$ cat config.mk
export PLATFORM = sky130hd
export DESIGN_NAME = alu_mult_seq
export DESIGN_NICKNAME = d
export VERILOG_FILES = /design/src/rtl/alu_mult_seq.sv
export SDC_FILE = /design/constraint.sdc
export NUM_CORES = 1
export LEC_CHECK = 0
export CAP_MARGIN = 20
export CORE_MARGIN = 4
export CORE_UTILIZATION = 43
export CTS_CLUSTER_DIAMETER = 120
export DETAILED_ROUTE_END_ITERATION = 10
export GPL_TIMING_DRIVEN = 1
export HOLD_SLACK_MARGIN = 0.12
export PLACE_DENSITY = 0.77
export SLEW_MARGIN = 10
export SYNTH_ARGS = -nofsm -noshare
export SYNTH_HDL_FRONTEND = slang
export SYNTH_SLANG_ARGS = --single-unit
$ cat constraint.sdc
create_clock -name CLK -period 1.64 [get_ports CLK]
set_input_delay 0.164 -clock CLK [delete_from_list [all_inputs] [get_ports CLK]]
set_output_delay 0.164 -clock CLK [all_outputs]
set_load 0.05 [all_outputs]
$ cat src/rtl/alu_mult_seq.sv
// Sequential 32x32 -> 32 shift-and-add multiplier that drives an external ALU, one operation per busy cycle.
// Optional build macro MULT_EARLY_EXIT_EN: finish as soon as the shifted multiplier reaches zero.
module alu_mult_seq (
    input  logic        CLK,
    input  logic        nRST,
    input  logic        start,
    input  logic [31:0] op_a,
    input  logic [31:0] op_b,
    output logic        busy,
    output logic        done,
    output logic [31:0] result,
    output logic [1:0]  ALUOP,
    output logic [31:0] portA,
    output logic [31:0] portB,
    input  logic [31:0] out_port,
    input  logic        zero,
    input  logic        neg,
    input  logic        ovf
);
    localparam logic [1:0] ALU_ADD = 2'd0;
    localparam logic [1:0] ALU_SLL = 2'd1;
    localparam logic [1:0] ALU_SRL = 2'd2;

    typedef enum logic [2:0] {S_IDLE, S_ADD, S_SHL, S_SHR, S_DONE} state_t;

    state_t      r_state;
    state_t      w_next;
    logic [31:0] r_acc;
    logic [31:0] r_mcand;
    logic [31:0] r_mplier;
    logic [5:0]  r_iter;
    logic [31:0] r_result;
    logic        w_last;
    logic        w_unused_flags;

    // The iteration counter is incremented in the same cycle, so 31 here means the 32nd SHR.
`ifdef MULT_EARLY_EXIT_EN
    assign w_last         = zero || (r_iter == 6'd31);
    assign w_unused_flags = neg ^ ovf;
`else
    assign w_last         = (r_iter == 6'd31);
    assign w_unused_flags = neg ^ ovf ^ zero;
`endif

    always_ff @(posedge CLK or negedge nRST) begin
        if (!nRST) r_state <= S_IDLE;
        else       r_state <= w_next;
    end

    always_comb begin
        w_next = r_state;
        case (r_state)
            S_IDLE:  if (start) w_next = S_ADD;
            S_ADD:   w_next = S_SHL;
            S_SHL:   w_next = S_SHR;
            S_SHR:   w_next = w_last ? S_DONE : S_ADD;
            S_DONE:  w_next = S_IDLE;
            default: w_next = S_IDLE;
        endcase
    end

    always_comb begin
        ALUOP = ALU_ADD;
        portA = 32'd0;
        portB = 32'd0;
        busy  = (r_state != S_IDLE);
        done  = (r_state == S_DONE);
        case (r_state)
            S_ADD: begin
                portA = r_acc;
                portB = r_mplier[0] ? r_mcand : 32'd0;
            end
            S_SHL: begin
                ALUOP = ALU_SLL;
                portA = r_mcand;
                portB = 32'd1;
            end
            S_SHR: begin
                ALUOP = ALU_SRL;
                portA = r_mplier;
                portB = 32'd1;
            end
            default: ;
        endcase
    end

    // Datapath registers only ever load from the ALU result or the captured operands.
    always_ff @(posedge CLK or negedge nRST) begin
        if (!nRST) begin
            r_acc    <= 32'd0;
            r_mcand  <= 32'd0;
            r_mplier <= 32'd0;
            r_iter   <= 6'd0;
            r_result <= 32'd0;
        end else begin
            case (r_state)
                S_IDLE: begin
                    if (start) begin
                        r_mcand  <= op_a;
                        r_mplier <= op_b;
                        r_acc    <= 32'd0;
                        r_iter   <= 6'd0;
                    end
                end
                S_ADD: r_acc <= out_port;
                S_SHL: r_mcand <= out_port;
                S_SHR: begin
                    r_mplier <= out_port;
                    r_iter   <= r_iter + 6'd1;
                    if (w_last) r_result <= r_acc;
                end
                default: ;
            endcase
        end
    end

    assign result = r_result;
endmodule
==> results_dict.tcl <==
set metrics [dict create \
    required_ns 1.48 \
    synth.distinct_cells 37 \
    cts_root_buf "clkbuf_16" \
    synth_top_area_share 0.522 \
    syn_nets 728 \
    synth-seq-area-share 0.522 \
    port_buffers 198 \
    via_count 8217 \
    routabilityCongestion 0.909 \
    synthCells 625 \
    crit_top_cell "buf_12" \
    routed_wl_um 40600 \
    grt_usage 0.365 \
    setup-violations-final 203 \
    drc 0 \
    hold_viol_final 0 \
    avgSynthCellArea_sq_um 10.5 \
    antenna_found_initial 1 \
    core-area_sq_um 14800 \
    start_kind "flop" \
    worst_pin_slew_ns 0.542 \
    wire_per_inst_um 36.2 \
    timing.final.ws_setup_ns -0.789 \
    dp_slack_ns -0.424 \
    die_area_sq_um 17300 \
    first_iter_violations 1056 \
    cts_sinks 137 \
    die_height_um 132 \
    design_area_sq_um 13300 \
    placementRows 44 \
    rsz0062_at_grt "yes" \
    p_leak_nw 5.58 \
    powerDensity_nw_per_um2 2660 \
    power_w 0.0352 \
    async_flop_share 1.00 \
    pin_count 202 \
    synthTopCellsByArea "dfrtp_1 52%, mux2_2 11%, a22oi_1 7.3%" \
    syn_area_sq_um 6560 \
    initial_core_util 0.445 \
    cts_tree "built" \
    yosys.area.top_type "dfrtp_1" \
    cp-end-kind "output pin" \
    fp.dieW_um 132 \
    dr.pass1.iters 6 \
    crit_path_cell_trace "buf_12 -> buf_12 -> buf_12 -> mux2_2 -> a22oi_2 -> nor2_4 -> buf_12" \
    drv_cap 0 \
    drt-vias-per-instance 7.34 \
    synth_edf_count 0 \
    dp_hpwl_um 16400 \
    critical_path_class "reg -> out" \
    violations "negative setup slack" \
    insertion_delay_ns 0.45 \
    grt_first_pass_wirelength_um 48600 \
    final_antenna_net_count 0 \
    grt_max_degree 49 \
    relSlewSlack 0.639 \
    clock-skew-final_ns 0.0153 \
    area_delta_synth_final_pct 102 \
    cp.arrival_ns 2.27 \
    crit_family "buffers and inverters" \
    fin_crit_ns 2.43 \
    yosys_warnings 0 \
    clkSlewWorstSetupHoldPaths_ns 0.06 \
    crit_buf_inv 4 \
    finalHoldWorstSlack_ns 0.261 \
    vdd_drop_max_uv 1970 \
    drv_slew 0 \
    placed_area_sq_um 9950 \
    finalNetCount 1024 \
    hold_path_class "in -> async" \
    critPathMaxFanout 10 \
    max_freq_mhz 412 \
    fin_util 0.900 \
    crit_path_top_delay_cell "dfrtp_2" \
    htree_levels 4 \
    drive_above_1_share 0.589 \
    synth_seq_cells 137 \
    clockBufferDepth 2 \
    status "finished with violations" \
    slowest_delay_ns 0.40 \
    finalCritPeriodShare 1.48 \
    grt_pass1_vias 7928 \
    synth_ff_type "dfrtp_1" \
    grt_overflow_total 0 \
    cts_buffers 17 \
]
[power breakdown]
group	total, W	switching (W)	internal [W]
sequential	0.00616	0.00150	0.00466
clock	0.00487	0.00174	0.00312
combinational	0.0242	0.0130	0.0113
[per-stage QoR]
| step | setup TNS (ns) | cells |
|---|---|---|
| finish | -89.60 | 1120 |
| CTS | -71.27 | 1098 |
| global placement | -45.55 | 1006 |
| floorplan | -1.94 | 625 |
| global route | -94.42 | 1119 |
| detailed placement | -50.96 | 1006 |
[per-layer routing]
layer,vias up,share of wire,global-route usage
li1,2932,-,-
met1,4015,0.33,0.445
met2,938,0.44,0.587
met3,332,0.14,0.109
met4,0,0.094,0.194
met5,-,0,0
[synth_stat cells (all sizes together), types with 5 or more instances]
cell	count
buf	27
clkbuf	34
and3	31
nor2	100
a22oi	64
mux2	65
a22o	33
nor3b	5
o22ai	32
nor3	35
nand3	6
dfrtp	137
a21oi	33
[sequential cells by signal (all words and copies together) (netlist names)]
name      count
r_state       3
r_iter        6
result       32
r_mcand      32
r_acc        32
r_mplier     32
[final timing paths]
check | slack, ns | cells after the start | start | endpoint
max reg2reg | -0.54 | 9 | r_state[2] | r_mcand[22]
min | 0.26 | 2 | nRST | result[6]
min in group CLK | 0.34 | 3 | op_b[11] | r_mplier[11]
min reg2reg | 0.52 | 1 | result[13] | result[13]
max | -0.79 | 7 | r_state[0] | portA[31]
max in group asynchronous | 0.79 | 3 | nRST | result[20]
[final cells by class]
cell class,instances,area [sq um]
Timing Repair Buffer,335,4610
Multi-Input combinational cell,427,4250
Sequential cell,137,3430
Fill cell,493,1480
Clock buffer,20,467
Clock inverter,12,243
Tap cell,184,230
Inverter,3,23.8
Antenna cell,2,5.00
[kinds of logic (layout without fill, tap and decap cells)]
kind of cell | after synthesis | count (layout) | share of synthesized area
AOI/OAI and AO/OA | 168 | 168 | 0.180
other | 0 | 2 | 0
buffers and inverters | 64 | 370 | 0.0446
adders and majority gates | 1 | 1 | 0.00191
muxes | 65 | 65 | 0.112
xor gates and xnor gates | 2 | 2 | 0.00267
DFF | 137 | 137 | 0.522
and+or+nand+nor | 188 | 191 | 0.137
[placed cells by master, fill, tap and decap left out, drive strengths merged, types with 2 or more instances in the layout]
master           n
clkbuf          29
nand2            3
nor3            35
clkinvlp         3
clkinv           3
and3            31
o22ai           32
clkdlybuf4s50   97
bufinv           7
a21oi           33
diode            2
buf            227
mux2            65
nor3b            5
nor2           103
a22oi           64
a22o            33
o21ai            2
nand3            6
dfrtp          137
inv              2
[worst reg2reg max path, delay by kind of cell (launching register included)]
kind                   cells  cell delay, ns
AND/OR/NAND/NOR            1            0.42
AO/OA/AOI/OAI              1            0.19
buffers and inverters      7            0.98
flip-flops                 1            0.50
[repair_timing]
| item | 4_1_cts | 5_1_grt |
|---|---|---|
| hold buffers | 1 | 0 |
| gates resized for setup | 206 | 155 |
| endpoints found under the setup margin | 202 | 203 |
| cloned | 20 | 10 |
| buffers inserted | 39 | 18 |
| pin swaps | 68 | 34 |
| endpoints found under the hold margin | 137 | 0 |
Power figures use the tool's default switching activity.
